$ cat src/rtl/io_command_initiator.sv
// Core-side initiator for the 16-bit external IO command bus.
// Queues commands, issues one at a time, returns responses via writeback ports.
module io_command_initiator #(
  parameter int          CMD_FIFO_DEPTH = 4,
  parameter int          TIMEOUT_CYCLES = 255,
  parameter logic [15:0] TIMEOUT_DATA   = 16'hFFFF
) (
  input  logic        clk,
  input  logic        async_rst_n,
  input  logic        clk_en,
  input  logic        Cmd_Valid,
  output logic        Cmd_Ready,
  input  logic [15:0] Cmd_Data,
  input  logic [3:0]  Cmd_DestReg,
  input  logic        Cmd_ResponseRequested,
  output logic        IO_REQ,
  input  logic        IO_ACK,
  output logic        IO_CommandEn,
  output logic        IO_ResponseRequested,
  output logic [3:0]  IO_DestRegOut,
  output logic [15:0] IO_DataOut,
  input  logic        IO_CommandResponse,
  input  logic        IO_RegResponseFlag,
  input  logic        IO_MemResponseFlag,
  input  logic [3:0]  IO_DestRegIn,
  input  logic [15:0] IO_DataIn,
  output logic        RegWB_Valid,
  input  logic        RegWB_Ready,
  output logic [3:0]  RegWB_Dest,
  output logic [15:0] RegWB_Data,
  output logic        MemWB_Valid,
  input  logic        MemWB_Ready,
  output logic [15:0] MemWB_Data,
  output logic        Busy,
  output logic        Timeout_Err
);

  localparam int PW = $clog2(CMD_FIFO_DEPTH);
  localparam int CW = $clog2(CMD_FIFO_DEPTH + 1);
  localparam int TW = $clog2(TIMEOUT_CYCLES + 1);

  typedef struct packed {
    logic [15:0] data;
    logic [3:0]  dest;
    logic        rr;
  } cmd_t;

  typedef enum logic [1:0] {
    IDLE,
    ISSUE,
    WAIT_RESP,
    WB_HOLD
  } state_t;

  state_t        state;
  cmd_t          mem [CMD_FIFO_DEPTH];
  cmd_t          head;
  logic [PW-1:0] wrPtr;
  logic [PW-1:0] rdPtr;
  logic [CW-1:0] count;
  logic [TW-1:0] tmr;
  logic          push;
  logic          pop;
  logic          respIn;

  assign head         = mem[rdPtr];
  assign Cmd_Ready    = count < CW'(CMD_FIFO_DEPTH);
  assign push         = Cmd_Valid && Cmd_Ready && clk_en;
  assign pop          = (state == ISSUE) && IO_ACK && clk_en;
  assign IO_CommandEn = IO_REQ;
  assign Busy         = (state != IDLE) || (count != '0);

  // Response accepted either with the ACK itself or later while waiting
  assign respIn = IO_CommandResponse &&
    (((state == ISSUE) && IO_ACK && IO_ResponseRequested) ||
     (state == WAIT_RESP));

  always_ff @(posedge clk) begin
    if (push) begin
      mem[wrPtr] <= '{data: Cmd_Data,
                      dest: Cmd_DestReg,
                      rr:   Cmd_ResponseRequested};
    end
  end

  always_ff @(posedge clk or negedge async_rst_n) begin
    if (!async_rst_n) begin
      wrPtr <= '0;
      rdPtr <= '0;
      count <= '0;
    end else begin
      if (push) wrPtr <= wrPtr + PW'(1);
      if (pop)  rdPtr <= rdPtr + PW'(1);
      if (push && !pop)      count <= count + CW'(1);
      else if (pop && !push) count <= count - CW'(1);
    end
  end

  always_ff @(posedge clk or negedge async_rst_n) begin
    if (!async_rst_n) begin
      state                <= IDLE;
      IO_REQ               <= 1'b0;
      IO_ResponseRequested <= 1'b0;
      IO_DestRegOut        <= '0;
      IO_DataOut           <= '0;
      RegWB_Valid          <= 1'b0;
      RegWB_Dest           <= '0;
      RegWB_Data           <= '0;
      MemWB_Valid          <= 1'b0;
      MemWB_Data           <= '0;
      Timeout_Err          <= 1'b0;
      tmr                  <= '0;
    end else if (clk_en) begin
      Timeout_Err <= 1'b0;
      unique case (state)
        IDLE: begin
          if (count != '0) begin
            state                <= ISSUE;
            IO_REQ               <= 1'b1;
            IO_DataOut           <= head.data;
            IO_DestRegOut        <= head.dest;
            IO_ResponseRequested <= head.rr;
          end
        end
        ISSUE: begin
          if (IO_ACK) begin
            IO_REQ               <= 1'b0;
            IO_ResponseRequested <= 1'b0;
            if (!IO_ResponseRequested) begin
              state <= IDLE;
            end else if (!IO_CommandResponse) begin
              state <= WAIT_RESP;
              tmr   <= TW'(TIMEOUT_CYCLES);
            end
          end
        end
        WAIT_RESP: begin
          if (!IO_CommandResponse) begin
            if (tmr == TW'(1)) begin
              state       <= WB_HOLD;
              RegWB_Valid <= 1'b1;
              RegWB_Data  <= TIMEOUT_DATA;
              RegWB_Dest  <= IO_DestRegOut;
              Timeout_Err <= 1'b1;
            end else begin
              tmr <= tmr - TW'(1);
            end
          end
        end
        WB_HOLD: begin
          if ((RegWB_Valid && RegWB_Ready) ||
              (MemWB_Valid && MemWB_Ready)) begin
            state       <= IDLE;
            RegWB_Valid <= 1'b0;
            MemWB_Valid <= 1'b0;
          end
        end
      endcase
      // Capture overrides the per-state next state above
      if (respIn) begin
        if (IO_RegResponseFlag) begin
          state       <= WB_HOLD;
          RegWB_Valid <= 1'b1;
          RegWB_Data  <= IO_DataIn;
          RegWB_Dest  <= IO_DestRegIn;
        end else if (IO_MemResponseFlag) begin
          state       <= WB_HOLD;
          MemWB_Valid <= 1'b1;
          MemWB_Data  <= IO_DataIn;
        end else begin
          state <= IDLE;
        end
      end
    end
  end

endmodule

$ cat config.mk
export PLATFORM = sky130hd
export DESIGN_NAME = io_command_initiator
export DESIGN_NICKNAME = d
export VERILOG_FILES = /design/src/rtl/io_command_initiator.sv
export SDC_FILE = /design/constraint.sdc
export NUM_CORES = 1
export LEC_CHECK = 0
export CAP_MARGIN = 5
export CORE_UTILIZATION = 45
export DETAILED_ROUTE_END_ITERATION = 8
export GPL_TIMING_DRIVEN = 0
export PLACE_DENSITY = 0.76
export SLEW_MARGIN = 20
export SYNTH_ARGS = -nofsm -noshare
export SYNTH_HDL_FRONTEND = slang
export SYNTH_SLANG_ARGS = --single-unit
$ cat constraint.sdc
create_clock -name clk -period 1.8 [get_ports clk]
set_input_delay 0.54 -clock clk [delete_from_list [all_inputs] [get_ports clk]]
set_output_delay 0.54 -clock clk [all_outputs]
set_load 0.01 [all_outputs]
==> flow_summary.rst <==
.. list-table::
   :header-rows: 1

   * - Metric
     - Value
   * - Number of buffers inserted by port buffering
     - 114
   * - Area after DPL
     - 7880 µm²
   * - Worst setup skew after layout
     - 0.005373 ns
   * - Delay of the slowest critical-path stage
     - 0.44 ns
   * - DRC violations left
     - 0
   * - H-tree Lvls
     - 4
   * - Die span in x
     - 121.8 µm
   * - Proportion of synthesized chip area in sequential cells
     - 0.6930
   * - Warning count from the yosys run
     - 0
   * - Hold Vio Cnt, Final
     - 0
   * - Worst max-slew margin expressed relative to the limit
     - 0.5599
   * - Nets
     - 594
   * - Number of buffers and inverters on the critical path
     - 1
   * - Hold WS
     - 0.08860 ns
   * - Number of vias after detailed routing
     - 3906
   * - Number of max-cap violations
     - 0
   * - Buffer cell driving the clock tree root
     - clkbuf_16
   * - Overall power after layout
     - 13.35 mW
   * - Pin count of the biggest net entering global routing
     - 44
   * - Place WS
     - -1.018 ns
   * - Internal Dissipation
     - 9.343 mW
   * - Total CTS buffers
     - 17
   * - Final period util
     - 1.089
   * - Net Count, Synth
     - 433
   * - GRT Util Overall
     - 0.1969
   * - Maximum root-to-sink buffer count
     - 2
   * - Sequential share of power
     - 0.414
   * - Combinational power share
     - 0.322
   * - Start-to-end type of the worst setup path
     - reg2out
   * - Mean cell area of the mapped netlist
     - 17.26 µm²
   * - Most instantiated flip-flop cell in the synthesis netlist
     - edfxtp_1
   * - Starting density of the core
     - 0.4633
   * - Vias in the first global route
     - 4038
   * - Post-Syn Instances
     - 374
   * - Crit Reg-Reg Startpoint
     - state[0]
   * - Power density over the cells
     - 1518 nW/µm²
   * - Area of the core region
     - 13930 µm²
   * - Aggregate routed wire length
     - 13.84 mm
   * - Share of total power in the clock network
     - 0.264
   * - Slew at the pin closest to its max-slew limit
     - 0.6601 ns
   * - Required arrival time at the worst endpoint
     - 1.26 ns
   * - Crit Path Max Fanout
     - 3
   * - Post-synth EDFFs
     - 84
   * - Crit path arrival time
     - 1.42 ns
   * - Average routed wire per standard cell
     - 19.01 µm
   * - Min-Delay Path Class
     - in2async
   * - Router iterations before antenna repair
     - 4
   * - Critical Path Slowest Stage Cell
     - dfrtp_2
   * - Crit start category
     - flop
   * - Area delta synth->final
     - 36.26%
   * - Number of storage elements in the synthesis netlist
     - 162
   * - Standby leakage power
     - 3.554 nW
   * - Share of synthesized flip-flops with an asynchronous set or reset
     - 0.4815
   * - Startpoint of the most critical setup path
     - count[1]
   * - Family with the most delay on the worst path
     - flip-flops
   * - Die ar.
     - 14830 µm²
   * - Mapped Area
     - 6456 µm²
   * - Number of gates on the worst path with buffers counted
     - 3
   * - Total net switching power
     - 4.010 mW
   * - Vias per std cell
     - 5.365
   * - Status
     - finished, violations left
   * - Final global-route overflow total
     - 0
   * - Wire length of the first global-routing pass
     - 21.36 mm
   * - Slack of the critical path
     - -0.1610 ns
   * - Violated checks
     - setup timing
   * - Summed area of non-filler cells in the final layout
     - 8797 µm²
   * - Final-layout setup total negative slack
     - -1.633 ns
   * - Capture point of the worst reg-to-reg path
     - tmr[7]
   * - RSZ-0062 raised after global routing
     - true
   * - Clock period minus final worst setup slack
     - 1.961 ns
   * - Worst reg-to-reg setup slack
     - -0.12 ns
   * - Proportion of layout cells with a drive suffix above 1
     - 0.2956
   * - Setup violators final
     - 24
   * - Antenna diodes
     - 0
   * - Distinct cell type count of the synthesized netlist
     - 51
   * - Peak supply drop
     - 910.4 µV
   * - Fmax
     - 510.0 MHz
   * - Final standard cell utilization of the core
     - 0.6313
   * - Detailed placement HPWL
     - 8.832 mm
   * - Critical Path, Cell by Cell
     - nor4_4, nand2_1, buf_2
   * - Placed Cells incl. Taps
     - 669
   * - Fin. max-slew vios
     - 0
   * - Row Count
     - 43
   * - Initial antenna violation count
     - 0
   * - Vertical extent of the die
     - 121.8 µm
   * - Clock Pin Slew Worst Setup and Hold Paths
     - 0.06 ns
   * - Number of DRC violations after detailed-routing iteration 0
     - 169
   * - Sink count of the clock tree
     - 162
   * - Clock insertion delay at the later pin of the skew report
     - 0.42 ns
   * - Number of standard cells in the final layout excluding fillers
     - 728
   * - Final weighted congestion of routability-driven global placement
     - 0.8385
   * - Kind of capture point of the worst setup path
     - output port
   * - TritonCTS clock tree
     - built
   * - IO Pins
     - 115
   * - Sw frac
     - 0.3003
   * - FILL cells
     - 1018
   * - Count of nets left with antenna violations after detail routing
     - 0
   * - Number of cells on the worst reg-to-reg path
     - 5
-- area by class of cell --
type	instances	area, µm²	area share
clock inverter	12	128.9	0.01465
buffer	16	163.9	0.01863
clock buffer	20	446.7	0.05078
sequential	162	4477	0.5089
tap	180	225.2	0.02560
multi-input combinational	183	1979	0.2250
inverter	11	41.29	0.004693
timing repair buffer	144	1335	0.1518
-- cell usage in the layout, fill, tap and decap left out, drive strengths merged, types with 5 or more instances in the layout --
cell and instances:
o22a 20, clkinv 6, nand2 10, clkdlybuf4s50 45, and2 6, buf 40
o21a 5, mux4 21, clkbuf 28, mux2 37, ha 7, o21ai 6
nor2 7, edfxtp 84, dlygate4sd2 65, inv 14, dfrtp 78
-- worst register-to-register path: cells and delay by family, from the launching register on --
| family | cells | cell delay (ns) |
|---|---|---|
| compound gates | 2 | 0.47 |
| buf+inv | 1 | 0.15 |
| simple gates | 2 | 0.74 |
| flops | 1 | 0.43 |
-- timing repair --
item,4_1_cts,5_1_grt
setup endpoints to repair,218,148
cloned,0,3
gates resized for setup,90,38
pin swaps,9,11
hold buffers,0,0
buffers inserted,13,13
-- flip-flops by register name, summed over array words and instances (netlist names), 2 cells and up, named ones only --
name           flops
wrPtr              2
IO_DestRegOut      4
MemWB_Data        16
RegWB_Data        16
IO_DataOut        16
tmr                8
count              3
RegWB_Dest         4
rdPtr              2
mem               84
-- synth_stat cells (2+ instances only) --
cell      instances  share of area
buf_6             2         0.0035
mux2_2           37          0.065
ha_1              7          0.014
nand3_1           4         0.0031
xor2_1            2         0.0027
nand4b_1          2         0.0027
a22oi_1           2         0.0023
inv_1            11         0.0064
nor4_1            3         0.0029
or3b_1            2         0.0027
mux4_2           21          0.073
edfxtp_1         84           0.39
nor3_1            2         0.0016
a21oi_1           3         0.0023
mux2i_1           2         0.0031
a21o_1            3         0.0035
nand2b_1          4         0.0039
o31ai_1           3         0.0035
buf_2             8         0.0062
o21ai_0           6         0.0047
and2_1            6         0.0058
nand2_1          10         0.0058
nor2_1            7         0.0041
and3_1            2         0.0019
a31oi_1           3         0.0029
o22a_1           20          0.027
o22ai_1           2         0.0019
xnor2_1           4         0.0054
a211oi_1          2         0.0023
nor3b_1           2         0.0023
buf_4             2         0.0023
dfrtp_1          78           0.30
o21a_1            5         0.0058
clkbuf_1          6         0.0035
-- power by group through the flow --
stage	sequential [mW]	clock, mW	combinational [mW]
after floorplan	5.72	0	2.05
after global placement	5.49	0	4.24
after detailed placement	5.55	0	4.37
after CTS	5.50	3.59	4.12
after global routing	5.64	3.74	4.70
final	5.53	3.52	4.30
-- layer usage --
metal  global-route usage  vias to the layer above  part of all wire
met5                    0                        -                 0
met4              0.05478                        0            0.0069
met3              0.06180                        9             0.050
met2               0.3312                      113              0.51
met1               0.2447                     2009              0.44
li1                     -                     1775                 -
-- how the worst max path moves through the flow --
stage	endpoint
2_1_floorplan	count[1]
3_3_place_gp	IO_DataOut[6]
3_5_place_dp	count[1]
4_1_cts	Busy
5_1_grt	Busy
6_report	Busy
-- cell families (layout without fill, tap and decap cells) --
logic type,count (synthesis),count (layout),synth area share
DFF,162,162,0.6930
muxes,60,60,0.1409
AOI/OAI and AO/OA,57,57,0.06744
and+or+nand+nor,52,52,0.05194
buffers and inverters,29,203,0.02190
adders and majority gates,8,8,0.01667
xor gates and xnor gates,6,6,0.008139
No activity file was read; power rests on OpenSTA's default activity.
==> variant 1, RTL diff (same flow settings) <==
Change the parameter `CMD_FIFO_DEPTH` from 4 to 8.
--- a/src/rtl/io_command_initiator.sv
+++ b/src/rtl/io_command_initiator.sv
@@ -3,3 +3,3 @@
 module io_command_initiator #(
-  parameter int          CMD_FIFO_DEPTH = 4,
+  parameter int          CMD_FIFO_DEPTH = 8,
   parameter int          TIMEOUT_CYCLES = 255,
Check against the original RTL: not equivalent (a bounded check fails within 10 cycles, from zero or initial values and one cycle with async_rst_n low).
==> variant 1 against the original RTL <==
  * The flow still finishes with violations (setup timing)
  * Clock power is 45% higher
  * Sequential cell count increased by 87
  * Worst hold slack got worse by 0.0049 ns
  * Worst setup slack lost 0.42 ns
  * Utilization is 1.6 points lower
  * Sequential share of layout area grew 3.3 points
  * Routed wire length rose by 66%
  * Design area increased by 49%
  * Global-route usage increased by 0.48 points
  * Die area grew 51%
  * Synthesized area up 52%
  * Final cell count is 43% higher
  * Non-clock buffer count is 30 higher
  * Power is 47% higher
  * Largest power group unchanged
==> variant 1: results (changes against the original RTL) <==
stage;metric;value;unit;change
outcome;status;finished, violations left;;
outcome;failing checks;setup timing;;
placement;DP Area;11500;um2;+46%
setup_path;critical path's slowest cell;or4_4;;
power;VDD IR max;0.686;mV;-25%
global_routing;global-route wire length before repair;33.6;mm;+57%
drt;Vias;5870;;+50%
timing;worst slew pin tran;0.885;ns;+0.225 ns
final_layout;Non-Filler Instances;1039;;+43%
timing;final worst setup slack;-0.583;ns;-0.422 ns
global_routing;grt met3 use;3.11;%;-3.1 points
placement;pre-CTS setup slack;-1.03;ns;-0.00889 ns
clocking;clk_lat worst skew;0.53;ns;+0.11 ns
clocking;Num CTS Buffers;26;;+9
synth;Synth top area share;51.3;%;+12 points
drt;total wire length;23.0;mm;+66%
power;LEAKAGE;4.95;nW;+39%
drt;met3 WL;1.69;mm;+140%
timing;final setup fails;104;;+330%
drt;drt initial violations;432;;+160%
global_routing;All-Layer GR Usage;20.2;%;+0.48 points
drt;iteration count of the initial detailed-routing pass;5;;+1
global_routing;pin count of the biggest net entering global routing;52;;+18%
drt;DR WL met2;11.7;mm;+67%
global_routing;antenna violations before repair;0;;unchanged
final_layout;cell area after layout;13100;um2;+49%
synth;Seq/Total Area, Yosys;72.0;%;+2.7 points
global_routing;met1 GRT Util;25.6;%;+1.1 points
synth;Syn Inst Count;548;;+47%
placement;Inst Count DP;938;;+40%
final_layout;layout cells sized above 1;29.5;%;-0.11 points
global_routing;via count of the first global-routing pass;5956;;+47%
timing;post-route setup TNS;-15.03;ns;-13.40 ns
setup_path;Max stage delay on crit path;0.58;ns;+0.14 ns
synth;Post-synth EDFFs;168;;+100%
final_layout;Net count, final;803;;+35%
setup_path;Crit path max-delay family;simple AND/OR/NAND/NOR gates;;
setup_path;Worst Path Arrival;1.84;ns;+0.42 ns
synth;largest cells by area after synthesis;edfxtp_1 51%, dfrtp_1 21%, mux4_2 9.6%, mux2i_1 2.4%, o22a_1 1.8%;;
final_layout;max reg flops;168;;+100%
drt;M1 WL;8.96;mm;+48%
placement;HPWL after DPL;13.3;mm;+50%
clocking;CTS max path bufs;3;;+1
synth;Post-synth top cells;168 x edfxtp_1, 81 x dfrtp_1, 42 x mux4_2;;
timing;clk_skew;0.0173;ns;+0.0119 ns
synth;Ys Warns;0;;unchanged
global_routing;met2 Usage GRT;35.9;%;+2.8 points
final_layout;Layout fillers;1455;;+43%
synth;fraction of registers with async set/reset;32.5;%;-16 points
clocking;H-Tree Depth;1;;-3
placement;PortBufs;112;;-1.8%
setup_path;CP max FO;2;;-1
synth;Post-Syn Nets;607;;+40%
placement;placer congestion estimate;0.843;;+0.48%
min_path;Min-Delay Path Class;input port to asynchronous set/reset pin;;
variant 1: cell types whose count changed in the layout (fill, tap and decap cells not counted), moves of 10 or more:
cell,unedited run,this run
nor2_4,1,13
buf_6,7,17
edfxtp_1,84,168
mux2_2,32,3
buf_12,3,15
clkbuf_16,19,29
nand2_1,10,30
o21ai_0,6,25
mux2i_1,2,24
mux2_4,5,16
mux4_2,21,42
variant 1: final timing paths:
path	start	endpoint	slack, ns	cells after the start
min in group clk	clk_en	Timeout_Err	0.27	2
worst max-delay path	count[3]	Busy	-0.58	4
worst min-delay path	async_rst_n	IO_DataOut[13]	0.08	1
worst max register to register	count[3]	count[3]	-0.23	11
worst min register to register	IO_DataOut[9]	IO_DataOut[9]	0.47	2
max in group asynchronous	async_rst_n	count[3]	1.08	2
variant 1: area by class of cell:
cell class                      count  area share, %
Clock buffer                       29           5.23
Inverter                           10          0.306
Sequential cell                   249           54.1
Buffer                             26           1.68
Tap cell                          275           2.63
Clock inverter                     19           1.13
Multi-Input combinational cell    267           22.0
Timing Repair Buffer              164           12.9
variant 1: cells by family (layout without fill, tap and decap cells):
group           after synthesis  after routing  share of synthesized area, %
buf+inv                      38            248                          1.86
fa+ha+maj                     8              8                          1.09
simple gates                 80             86                          4.19
xor+xnor                      7              7                         0.624
mux                          85             85                          14.6
flops                       249            249                          72.0
compound gates               81             81                          5.68
variant 1: repair_timing:
| item | in CTS | in global routing |
|---|---|---|
| gates resized for setup | 123 | 37 |
| endpoints found under the setup margin | 296 | 163 |
| cloned | 6 | 2 |
| setup buffers | 22 | 27 |
| pin swaps | 17 | 20 |
variant 1: power by group:
group          switching, mW  leakage, nW  internal, mW
clock network           2.20        0.408          2.91
registers              0.784         2.49          7.21
logic                   3.10         2.06          3.41
total                   6.08         4.95          13.5
==> variant 2, RTL diff (config.mk and constraints unchanged) <==
Without the edit above. Put one more register stage on the output `Timeout_Err`, cleared by the reset. The value now appears one clock later. The other outputs are not delayed to match.
--- a/src/rtl/io_command_initiator.sv
+++ b/src/rtl/io_command_initiator.sv
@@ -53,2 +53,4 @@
   } state_t;
+
+  logic Timeout_Err_s0;
 
@@ -110,6 +112,6 @@
       MemWB_Data           <= '0;
-      Timeout_Err          <= 1'b0;
+      Timeout_Err_s0       <= 1'b0;
       tmr                  <= '0;
     end else if (clk_en) begin
-      Timeout_Err <= 1'b0;
+      Timeout_Err_s0 <= 1'b0;
       unique case (state)
@@ -143,3 +145,3 @@
               RegWB_Dest  <= IO_DestRegOut;
-              Timeout_Err <= 1'b1;
+              Timeout_Err_s0 <= 1'b1;
             end else begin
@@ -176,2 +178,10 @@
 
+  always_ff @(posedge clk or negedge async_rst_n) begin
+    if (!async_rst_n) begin
+      Timeout_Err <= '0;
+    end else begin
+      Timeout_Err <= Timeout_Err_s0;
+    end
+  end
+
 endmodule
Behaviour: same outputs for any inputs over 4 cycles, from zero or initial values and one cycle with async_rst_n low; that may be too few to reach the edited logic, so the function may still have changed.
==> variant 2 against the original RTL <==
  * The flow still finishes with violations (setup timing)
  * Worst setup slack got worse by 0.22 ns
  * Via count is 1.5% higher
  * Routed wire length rose by 3.7%
  * Sequential cell count up 1
  * Synthesized area rose by 2.1%
  * Global-route usage up 0.59 points
  * Design area is 2.4% higher
  * Utilization is 0.75 points higher
  * Count of clock-buffer cells in the layout is 1 lower
  * Power grew 2.7%
  * Largest power group unchanged
==> variant 2: results (changes against the original RTL) <==
stage;metric;value;unit;change
setup_path;Worst Path Arrival;1.64;ns;+0.22 ns
synth;Synth Area in Compound Gates;6.36;%;-0.39 points
timing;final setup fails;42;;+75%
setup_path;worst reg2reg endpoint;IO_DataOut[6];;
synth;Seq/Total Area, Yosys;68.2;%;-1.1 points
timing;clk_skew;0.00839;ns;+0.00302 ns
drt;Vias;3963;;+1.5%
outcome;status;finished, violations left;;
outcome;failing checks;setup timing;;
synth;fraction of registers with async set/reset;48.5;%;+0.32 points
synth;Post-synth top cells;84 x edfxtp_1, 79 x dfrtp_1, 25 x mux2_4;;
timing;Hold WS;0.0284;ns;-0.0602 ns
final_layout;cell area after layout;9000;um2;+2.4%
placement;DP Area;8030;um2;+1.9%
global_routing;All-Layer GR Usage;20.3;%;+0.59 points
final_layout;Net count, final;592;;-0.34%
synth;Post-Syn Nets;431;;-0.46%
drt;total wire length;14.3;mm;+3.7%
setup_path;Max stage delay on crit path;0.55;ns;+0.11 ns
placement;placer congestion estimate;0.816;;-2.7%
timing;final worst setup slack;-0.379;ns;-0.218 ns
synth;Synth top area share;38.3;%;-0.82 points
synth;post-synthesis mux area share;15.1;%;+0.98 points
global_routing;pin count of the biggest net entering global routing;57;;+30%
synth;XOR/XNOR Fraction of Synth Area;1.06;%;+0.25 points
global_routing;via count of the first global-routing pass;4109;;+1.8%
-- variant 2: cell type report --
cell class	instances	share of cell area [%]
Tap cell	180	2.50
Clock buffer	19	4.92
Multi-Input combinational cell	180	23.5
Clock inverter	13	1.92
Timing Repair Buffer	143	14.8
Sequential cell	163	50.0
Buffer	17	1.89
Inverter	11	0.486
-- variant 2: where the power goes --
part	total [mW]	switching [mW]	leakage (nW)	internal, mW
Combinational	4.39	1.90	1.72	2.50
Sequential	5.59	0.686	1.72	4.90
Clock	3.74	1.49	0.294	2.24
-- variant 2: cells by family (layout without fill, tap and decap cells) --
family,after synthesis,in the layout
flip-flops,163,163
multiplexers,59,59
AND/OR/NAND/NOR,54,54
AO/OA/AOI/OAI,51,51
buffers and inverters,29,203
adder cells (fa/ha/maj),8,8
XOR/XNOR,8,8
-- variant 2: layer usage --
| metal | global-route usage (%) | up-vias | wire [um] | share of wire, % |
|---|---|---|---|---|
| met2 | 34.2 | 139 | 7280 | 51 |
| met5 | 0 | - | 0 | 0 |
| met3 | 6.27 | 17 | 965 | 6.7 |
| met1 | 25.0 | 2030 | 5900 | 41 |
| li1 | - | 1777 | - | - |
| met4 | 6.55 | 0 | 204 | 1.4 |
-- variant 2: critical path: cells and delay by family (launching register included) --
kind / cells / cell delay [ns]
buffers and inverters: 2 / 0.17
flip-flops: 1 / 0.40
AND/OR/NAND/NOR: 2 / 0.65
-- variant 2: worst max-delay path by stage --
stage,startpoint,end,slack (ns),cells past startpoint
after detailed placement,clk_en,count[2],-0.87,10
after floorplan,clk_en,count[1],-0.15,7
final,state[0],Busy,-0.38,4
after global routing,state[0],Busy,-0.44,4
after CTS,state[0],Busy,-0.42,4
after global placement,async_rst_n,IO_DataOut[3],-2.64,1
-- variant 2: repair_timing --
| action | in CTS | in global routing |
|---|---|---|
| cloned | 1 | 0 |
| setup endpoints to repair | 213 | 69 |
| pin swaps | 10 | 12 |
| setup buffers | 16 | 11 |
| gates resized for setup | 118 | 21 |
-- variant 2: metrics by stage --
step / power, mW / setup WS [ns] / setup TNS, ns / instances
finish: 13.7 / -0.379 / -7.07 / 726
global route: 14.5 / -0.437 / -9.00 / 726
CTS: 13.7 / -0.419 / -4.61 / 716
detailed placement: 10.1 / -0.865 / -101.31 / 667
global placement: 9.89 / -2.64 / -311.02 / 666
floorplan: 7.93 / -0.149 / -0.259 / 372
